`src/rtl/mdr_control_unit.sv`:
```
// Sequencer for the multiply/divide/square-root datapath: latches a request, screens it,
// launches one unit, waits for its done (or a timeout) and registers the mux result.
module mdr_control_unit #(
    parameter int NBits          = 16,
    parameter int TIMEOUT_CYCLES = 64
) (
    input  logic             clk,
    input  logic             reset,
    input  logic             start,
    input  logic [1:0]       op_code,
    input  logic [NBits-1:0] data_x,
    input  logic [NBits-1:0] data_y,
    output logic [NBits-1:0] operand_x,
    output logic [NBits-1:0] operand_y,
    output logic             start_mult,
    output logic             start_div,
    output logic             start_sqr,
    input  logic             done_mult,
    input  logic             done_div,
    input  logic             done_sqr,
    output logic [1:0]       mux_selector,
    input  logic [NBits-1:0] mux_result,
    output logic [NBits-1:0] result,
    output logic             result_valid,
    output logic             error,
    output logic             busy
);

    localparam int CW = (TIMEOUT_CYCLES > 2) ? $clog2(TIMEOUT_CYCLES) : 1;
    localparam logic [CW-1:0] CNT_LAST = CW'(TIMEOUT_CYCLES - 1);

    typedef enum logic [1:0] {IDLE, CHECK, LAUNCH, WAIT} state_t;

    state_t           state_q, state_d;
    logic [NBits-1:0] operand_x_q, operand_x_d;
    logic [NBits-1:0] operand_y_q, operand_y_d;
    logic [1:0]       sel_q, sel_d;
    logic [NBits-1:0] result_q, result_d;
    logic             valid_q, valid_d;
    logic             error_q, error_d;
    logic             busy_q, busy_d;
    logic             start_mult_q, start_mult_d;
    logic             start_div_q, start_div_d;
    logic             start_sqr_q, start_sqr_d;
    logic [CW-1:0]    cnt_q, cnt_d;
    logic             bad_req;
    logic             done_sel;

    // The selector register doubles as the latched opcode.
    always_comb begin
        bad_req = (sel_q == 2'b11)
                || (sel_q == 2'b01 && operand_y_q == '0)
                || (sel_q == 2'b10 && operand_x_q[NBits-1]);
        case (sel_q)
            2'b00:   done_sel = done_mult;
            2'b01:   done_sel = done_div;
            2'b10:   done_sel = done_sqr;
            default: done_sel = 1'b0;
        endcase
    end

    always_comb begin
        state_d      = state_q;
        operand_x_d  = operand_x_q;
        operand_y_d  = operand_y_q;
        sel_d        = sel_q;
        result_d     = result_q;
        error_d      = error_q;
        cnt_d        = cnt_q;
        valid_d      = 1'b0;
        start_mult_d = 1'b0;
        start_div_d  = 1'b0;
        start_sqr_d  = 1'b0;
        case (state_q)
            IDLE: begin
                if (start) begin
                    operand_x_d = data_x;
                    operand_y_d = data_y;
                    sel_d       = op_code;
                    state_d     = CHECK;
                end
            end
            CHECK: begin
                if (bad_req) begin
                    result_d = '0;
                    error_d  = 1'b1;
                    valid_d  = 1'b1;
                    state_d  = IDLE;
                end else begin
                    // Pulse is registered here so it is high exactly during LAUNCH.
                    start_mult_d = (sel_q == 2'b00);
                    start_div_d  = (sel_q == 2'b01);
                    start_sqr_d  = (sel_q == 2'b10);
                    state_d      = LAUNCH;
                end
            end
            LAUNCH: begin
                cnt_d   = '0;
                state_d = WAIT;
            end
            WAIT: begin
                if (done_sel) begin
                    result_d = mux_result;
                    error_d  = 1'b0;
                    valid_d  = 1'b1;
                    state_d  = IDLE;
                end else if (cnt_q == CNT_LAST) begin
                    result_d = '0;
                    error_d  = 1'b1;
                    valid_d  = 1'b1;
                    state_d  = IDLE;
                end else begin
                    cnt_d = cnt_q + 1'b1;
                end
            end
            default: state_d = IDLE;
        endcase
        busy_d = (state_d != IDLE);
    end

    always_ff @(posedge clk) begin
        if (reset) begin
            state_q      <= IDLE;
            operand_x_q  <= '0;
            operand_y_q  <= '0;
            sel_q        <= '0;
            result_q     <= '0;
            valid_q      <= 1'b0;
            error_q      <= 1'b0;
            busy_q       <= 1'b0;
            start_mult_q <= 1'b0;
            start_div_q  <= 1'b0;
            start_sqr_q  <= 1'b0;
            cnt_q        <= '0;
        end else begin
            state_q      <= state_d;
            operand_x_q  <= operand_x_d;
            operand_y_q  <= operand_y_d;
            sel_q        <= sel_d;
            result_q     <= result_d;
            valid_q      <= valid_d;
            error_q      <= error_d;
            busy_q       <= busy_d;
            start_mult_q <= start_mult_d;
            start_div_q  <= start_div_d;
            start_sqr_q  <= start_sqr_d;
            cnt_q        <= cnt_d;
        end
    end

    assign operand_x    = operand_x_q;
    assign operand_y    = operand_y_q;
    assign mux_selector = sel_q;
    assign result       = result_q;
    assign result_valid = valid_q;
    assign error        = error_q;
    assign busy         = busy_q;
    assign start_mult   = start_mult_q;
    assign start_div    = start_div_q;
    assign start_sqr    = start_sqr_q;

endmodule

```
`config.mk`:
```
export PLATFORM = sky130hd
export DESIGN_NAME = mdr_control_unit
export DESIGN_NICKNAME = d
export VERILOG_FILES = /design/src/rtl/mdr_control_unit.sv
export SDC_FILE = /design/constraint.sdc
export NUM_CORES = 1
export LEC_CHECK = 0
export ABC_AREA = 1
export CAP_MARGIN = 20
export CORE_UTILIZATION = 40
export DETAILED_ROUTE_END_ITERATION = 10
export GPL_TIMING_DRIVEN = 0
export HOLD_SLACK_MARGIN = 0.02
export PLACE_DENSITY_LB_ADDON = 0.2
export SYNTH_ARGS = -nofsm -noshare
export SYNTH_HDL_FRONTEND = slang
export SYNTH_SLANG_ARGS = --single-unit
export TNS_END_PERCENT = 1
```
`constraint.sdc`:
```
create_clock -name clk -period 4.1 [get_ports clk]
set_clock_uncertainty 0.2 [all_clocks]
set_input_delay 0.82 -clock clk [delete_from_list [all_inputs] [get_ports clk]]
set_output_delay 0.82 -clock clk [all_outputs]
set_load 0.01 [all_outputs]
```
==> metrics.yaml, run 1 <==
power:
  sw_frac_of_total_pct: 31.6
  power.share.sequential_pct: 40.7
  p_int_uw: 1310
  peakVddDrop_mv: 0.217
  cellLeakagePower_uw: 0.00162
  p_per_area_nw_per_um2: 466
  combPwrFrac_pct: 34.2
  power.share.clock_pct: 25.1
  p_sw_uw: 603
global_routing:
  grt_pass1_wl_um: 11600
  globalRouteTotalUtil_pct: 20.7
  gr-total-overflow: 0
  grt_max_degree: 11
  antenna_found_initial: 0
  grt_pass1_vias: 2575
worst_setup_path:
  path_max_fanout: 7
  cp-start-kind: "flip-flop"
  critPathKind: "flip-flop to output pin"
  worst-path-buf-inv: 1
  crit_required_ns: 3.08
  max_stage_delay_ns: 0.62
  crit_cells: 1
  cp.arrival_ns: 1.43
  critPathTopFamily: "buffers and inverters"
  path_cells: "clkdlybuf4s50_1"
  cp-end-kind: "output pin"
  cpMaxStageDelayCell: "clkdlybuf4s50_1"
  rrSetupSlack_ns: 2.28
  rr_worst_depth: 9
detailed_routing:
  firstDrtPassIters: 9
  via_per_inst: 4.80
  drt-initial-drc-count: 92
  wirelength_um: 7030
  ant_nets: 0
  routedWlPerCell_um: 12.6
  route.detailed.drc: 2
  vias: 2681
finish:
  diodes: 0
  fin_cells: 558
  layout.nets: 535
  drive_above_1_share_pct: 12.9
  area_growth_pct: 50.1
timing:
  slew_violations: 0
  setup_tns_ns: 0
  rsz0062_at_grt: "false"
  max_freq_mhz: 409
  fin_crit_sh_pct: 59.6
  fin_crit_ns: 2.45
  setup_viol: 0
  hold_viol: 0
  slew_headroom_pct: 69.1
  tightest_slew_ns: 0.463
synthesis:
  synth-seq-cells: 64
  synth_top_area_share_pct: 46.8
  synthDistinctLibCells: 31
  ys_seq_area_share_pct: 46.8
  synth_area_leaders: "dfxtp_1 47%, nor2_1 13%, nand2_1 6.9%"
  avgSynthCellArea_um2: 7.66
  syn_area_um2: 2740
  syn_nets: 414
  ys.warnings.count: 0
  synth_largest_area_cell: "dfxtp_1"
  syn_inst: 357
run:
  cap_violations: 0
cts:
  cts_resized: 0
  hold_buffers: 0
  worstSkewPairLatency_ns: 0.33
  htree_levels: 3
  cts_root_buffer: "clkbuf_8"
  cts_tree: "done"
  post_cts_buffers: 0
  clk_pin_slew_ns: 0.06
  cts_buffers: 9
  cts_sinks: 64
  cts.path.max_buffers: 2
floorplanning:
  core_um2: 6460
  initial_core_util_pct: 42.3
  fp.dieH_um: 84.7
  dieArea_um2: 7170
  ios: 112
  num_rows: 29
  die_w_um: 84.7
placed_design:
  port_buffers: 110
  dp_hpwl_um: 5240
  gp_congestion: 0.797
  placed_cells: 544
status:
  status: "finished with violations"
  violations: "design-rule violations"
worst_hold_path:
  whs_path_depth: 2
  min_path_type: "flip-flop to flip-flop"
## final timing paths
kind                                 from                 endpoint
max          mux_selector[0]$_SDFFE_PP0P_          mux_selector[0]
min                    error$_SDFFE_PP0P_       error$_SDFFE_PP0P_
max reg2reg         cnt_q[0]$_SDFFE_PP0P_  result[10]$_SDFFE_PP0P_
min reg2reg            error$_SDFFE_PP0P_       error$_SDFFE_PP0P_
## layout make-up
cell class	instances	area (um^2)
clock buffers	14	173
multi-input cells	254	1250
plain buffers	19	131
repair buffers	110	1100
inverters	20	75.1
flip-flops and latches	64	1280
fillers	590	2350
well taps	77	96.3
## state kept, by name (all words and copies together), names as in the netlist, 2 cells and up
signal        flops
state_q           2
operand_y        16
operand_x        16
mux_selector      2
cnt_q             6
result           16
## Yosys cell counts
cell / count
nor2_4: 1
nand3_2: 10
ha_1: 1
buf_1: 1
o21ai_2: 1
nor2_1: 96
a21oi_2: 13
inv_1: 15
nand2_4: 1
nor2_2: 7
o31ai_1: 1
nand4_1: 1
nor3_1: 3
nand2_2: 2
buf_8: 1
buf_2: 2
dfxtp_1: 64
nand3_1: 15
nor2_8: 1
clkbuf_1: 9
buf_6: 3
inv_2: 5
a21oi_1: 11
a31oi_1: 1
nand2_1: 50
and2_0: 1
o21ai_1: 4
xnor2_1: 1
buf_4: 2
o21ai_0: 33
buf_12: 1
## cell families after synthesis
logic type / count (synthesis) / synth area share, %
AND/OR/NAND/NOR: 188 / 31.1
AO/OA/AOI/OAI: 64 / 13.8
flip-flops: 64 / 46.8
buffers and inverters: 39 / 7.55
XOR/XNOR: 1 / 0.320
adder cells (fa/ha/maj): 1 / 0.457
## power groups by stage
stage	clock network, uW	registers [uW]	logic [uW]
6_report	480	778	655
5_1_grt	519	789	721
4_1_cts	490	778	662
3_5_place_dp	0	791	659
3_3_place_gp	0	788	647
2_1_floorplan	0	825	325
## through the flow
step | util [%] | hold slack [ns] | power, uW | worst slack (ns) | cell area, um^2
2_1_floorplan | - | 0.241 | 1150 | 2.18 | 2740
3_3_place_gp | 60.9 | 0.238 | 1440 | 1.66 | 3930
3_5_place_dp | 60.9 | 0.243 | 1450 | 1.64 | 3930
4_1_cts | 63.6 | 0.253 | 1930 | 1.65 | 4110
5_1_grt | 63.6 | 0.310 | 2030 | 1.59 | 4110
6_report | 63.6 | 0.253 | 1910 | 1.65 | 4110
## cells in the final DEF, fill, tap and decap left out
cell type          n
clkbuf_8          12
a31oi_1            1
nand2_1           50
a21oi_1           11
buf_4              2
o21ai_0           33
a21oi_2           13
nor3_1             3
clkdlybuf4s50_1  110
nand2_2            2
o21ai_2            1
dfxtp_1           64
o21ai_1            4
buf_2              2
nand2_4            1
ha_1               1
nor2_1            96
buf_1              1
xnor2_1            1
nand3_2           10
o31ai_1            1
nand3_1           15
and2_0             1
nand4_1            1
buf_8              1
nor2_2             7
inv_1             15
nor2_4             1
inv_2              5
buf_6              3
nor2_8             1
buf_12             1
clkbuf_1          11
## routing by layer
| metal | part of all wire, % | track usage, % | wire (um) |
|---|---|---|---|
| met5 | 0 | 0 | 0 |
| met4 | 2.3 | 10.2 | 165 |
| met2 | 47 | 35.2 | 3330 |
| met1 | 44 | 23.6 | 3080 |
| met3 | 6.4 | 6.29 | 450 |
(Power assumes the default switching activity.)
==> run 2: changes to the inputs <==
==> constraint.sdc (replaced) <==
create_clock -name clk -period 2.3 [get_ports clk]
set_clock_uncertainty 0.2 [all_clocks]
set_input_delay 0.46 -clock clk [delete_from_list [all_inputs] [get_ports clk]]
set_output_delay 0.46 -clock clk [all_outputs]
set_load 0.01 [all_outputs]
==> results of run 2 <==
The final DEF is identical to that of run 1. Status: finished with violations: design-rule violations.
Main changes from that run: setup slack after placement 1.64 ns -> 0.203 ns; setup slack after layout 1.65 ns -> 0.215 ns; register-to-register setup slack 2.28 ns -> 0.48 ns; total power 1910 uW -> 3410 uW; worst IR drop on VDD 0.217 mV -> 0.388 mV
==> run 3: changes to the inputs <==
--- a/config.mk
+++ b/config.mk
@@ -9,9 +9,9 @@
 export CAP_MARGIN = 20
 export CORE_UTILIZATION = 40
 export DETAILED_ROUTE_END_ITERATION = 10
-export GPL_TIMING_DRIVEN = 0
 export HOLD_SLACK_MARGIN = 0.02
 export PLACE_DENSITY_LB_ADDON = 0.2
+export REMOVE_ABC_BUFFERS = 1
 export SYNTH_ARGS = -nofsm -noshare
 export SYNTH_HDL_FRONTEND = slang
 export SYNTH_SLANG_ARGS = --single-unit
==> metrics.yaml, run 3 (synthesized netlist as in run 1, its figures left out) <==
run:
  cap_violations: 0  # unchanged
finish:
  drive_above_1_share_pct: 13.0  # was 12.9%
  area_growth_pct: 48.8  # was 50.1%
  layout.nets: 525  # was 535
  register_area_um2: 1280  # unchanged
  mostFrequentLayoutCells: "111 x clkdlybuf4s50_1, 96 x nor2_1, 64 x dfxtp_1"  # was 110 x clkdlybuf4s50_1, 96 x nor2_1, 64 x dfxtp_1
  fill_cells: 583  # was 590
  diodes: 0  # unchanged
  final_common_cell: "clkdlybuf4s50_1"  # unchanged
  multi_input_area_um2: 1250  # unchanged
cts:
  cts_root_buffer: "clkbuf_8"  # unchanged
  post_cts_buffers: 0  # unchanged
  cts_resized: 0  # unchanged
  hold_buffers: 0  # unchanged
  cts_sinks: 64  # unchanged
  cts_buffers: 9  # unchanged
  cts.path.max_buffers: 2  # unchanged
  cts_tree: "done"  # unchanged
  htree_levels: 3  # unchanged
  clk_pin_slew_ns: 0.06  # about the same
  worstSkewPairLatency_ns: 0.32  # was 0.33 ns
power:
  p_total_uw: 3310  # was 3410 uW
  peakVddDrop_mv: 0.367  # was 0.388 mV
  p_sw_uw: 1050  # was 1080 uW
  p_int_uw: 2260  # was 2330 uW
  combPwrFrac_pct: 34.9  # was 34.2%
  power.share.sequential_pct: 41.9  # was 40.7%
  sw_frac_of_total_pct: 31.8  # was 31.6%
  cellLeakagePower_uw: 0.00161  # was 0.00162 uW
  power.share.clock_pct: 23.2  # was 25.1%
  p_per_area_nw_per_um2: 813  # was 830 nW/um^2
placed_design:
  port_buffers: 111  # was 110
  dp_hpwl_um: 4760  # was 5240 um
  gp_congestion: 0.824  # was 0.797
global_routing:
  grt_max_degree: 36  # was 11
  gr-total-overflow: 0  # unchanged
  grt_pass1_vias: 2409  # was 2575
  grt_pass1_wl_um: 11200  # was 11600 um
  globalRouteTotalUtil_pct: 19.6  # was 20.7%
  antenna_found_initial: 0  # unchanged
status:
  status: "finished with violations"  # unchanged
  violations: "design-rule violations"  # unchanged
timing:
  tightest_slew_ns: 0.288  # was 0.463 ns
  rsz0062_at_grt: "false"  # unchanged
  holdWs_ns: 0.251  # was 0.253 ns
  max_freq_mhz: 503  # was 480 MHz
  slew_headroom_pct: 80.6  # was 69.1%
  hold_viol: 0  # unchanged
  setup_viol: 0  # unchanged
  slew_violations: 0  # unchanged
  fin_crit_sh_pct: 86.5  # was 90.7%
  fin_crit_ns: 1.99  # was 2.09 ns
  setup_tns_ns: 0  # unchanged
floorplanning:
  fp.dieH_um: 84.7  # unchanged
  dieArea_um2: 7170  # unchanged
  core_um2: 6460  # unchanged
  ios: 112  # unchanged
  initial_core_util_pct: 42.3  # unchanged
  die_w_um: 84.7  # unchanged
  num_rows: 29  # unchanged
worst_hold_path:
  whs_path_depth: 2  # unchanged
  min_path_type: "flip-flop to flip-flop"  # unchanged
detailed_routing:
  wirelength_um: 6680  # was 7030 um
  via_per_inst: 4.70  # was 4.80
  routedWlPerCell_um: 12.2  # was 12.6 um
  drt-initial-drc-count: 102  # was 92
  route.detailed.drc: 4  # was 2
  firstDrtPassIters: 7  # was 9
  vias: 2565  # was 2681
  ant_nets: 0  # unchanged
worst_setup_path:
  crit_cells: 1  # unchanged
  worst-path-buf-inv: 1  # unchanged
  critPathTopFamily: "buffers and inverters"  # unchanged
  max_stage_delay_ns: 0.58  # was 0.62 ns
  cpMaxStageDelayCell: "clkdlybuf4s50_1"  # unchanged
  critPathKind: "flip-flop to output pin"  # unchanged
  rr_worst_depth: 9  # unchanged
  path_max_fanout: 7  # unchanged
  cp-end-kind: "output pin"  # unchanged
  cp.arrival_ns: 1.33  # was 1.43 ns
  cp-start-kind: "flip-flop"  # unchanged
  path_cells: "clkdlybuf4s50_1"  # unchanged
  crit_required_ns: 1.64  # about the same
==> run 3: final timing paths <==
check / start / to / slack (ns)
setup / recovery: mux_selector[0]$_SDFFE_PP0P_ / mux_selector[0] / 0.31
hold / removal: error$_SDFFE_PP0P_ / error$_SDFFE_PP0P_ / 0.25
setup reg to reg: cnt_q[0]$_SDFFE_PP0P_ / result[10]$_SDFFE_PP0P_ / 0.40
hold reg to reg: error$_SDFFE_PP0P_ / error$_SDFFE_PP0P_ / 0.25
==> run 3: metrics by stage <==
step                instance area [um^2]  cells  worst slack (ns)  utilization, %
floorplan                           2600    338             0.286               -
global placement                    3920    534             0.192            60.7
detailed placement                  3920    534             0.153            60.7
CTS                                 4070    546             0.290            63.0
global route                        4070    546             0.236            63.0
finish                              4070    546             0.311            63.0
==> run 3: layout make-up <==
| class | instances | share of cell area, % |
|---|---|---|
| Clock buffer | 10 | 3.38 |
| Clock inverter | 2 | 0.246 |
| Sequential cell | 64 | 31.5 |
| Tap cell | 77 | 2.37 |
| Inverter | 20 | 1.85 |
| Multi-Input combinational cell | 254 | 30.7 |
| Timing Repair Buffer | 119 | 30.0 |
==> run 3: layer usage <==
metal	vias to the layer above	track usage, %	share of wire (%)
li1	1356	-	-
met1	1149	24.1	45
met2	54	32.4	48
met3	6	6.49	6.5
met4	0	6.93	0.99
met5	-	0	0
==> run 3: power groups by stage <==
stage,clock network [uW],logic (uW),registers [uW]
final,768,1150,1390
after global placement,0,1140,1400
after CTS,802,1160,1390
after detailed placement,0,1160,1410
after global routing,852,1280,1400
after floorplan,0,509,1470
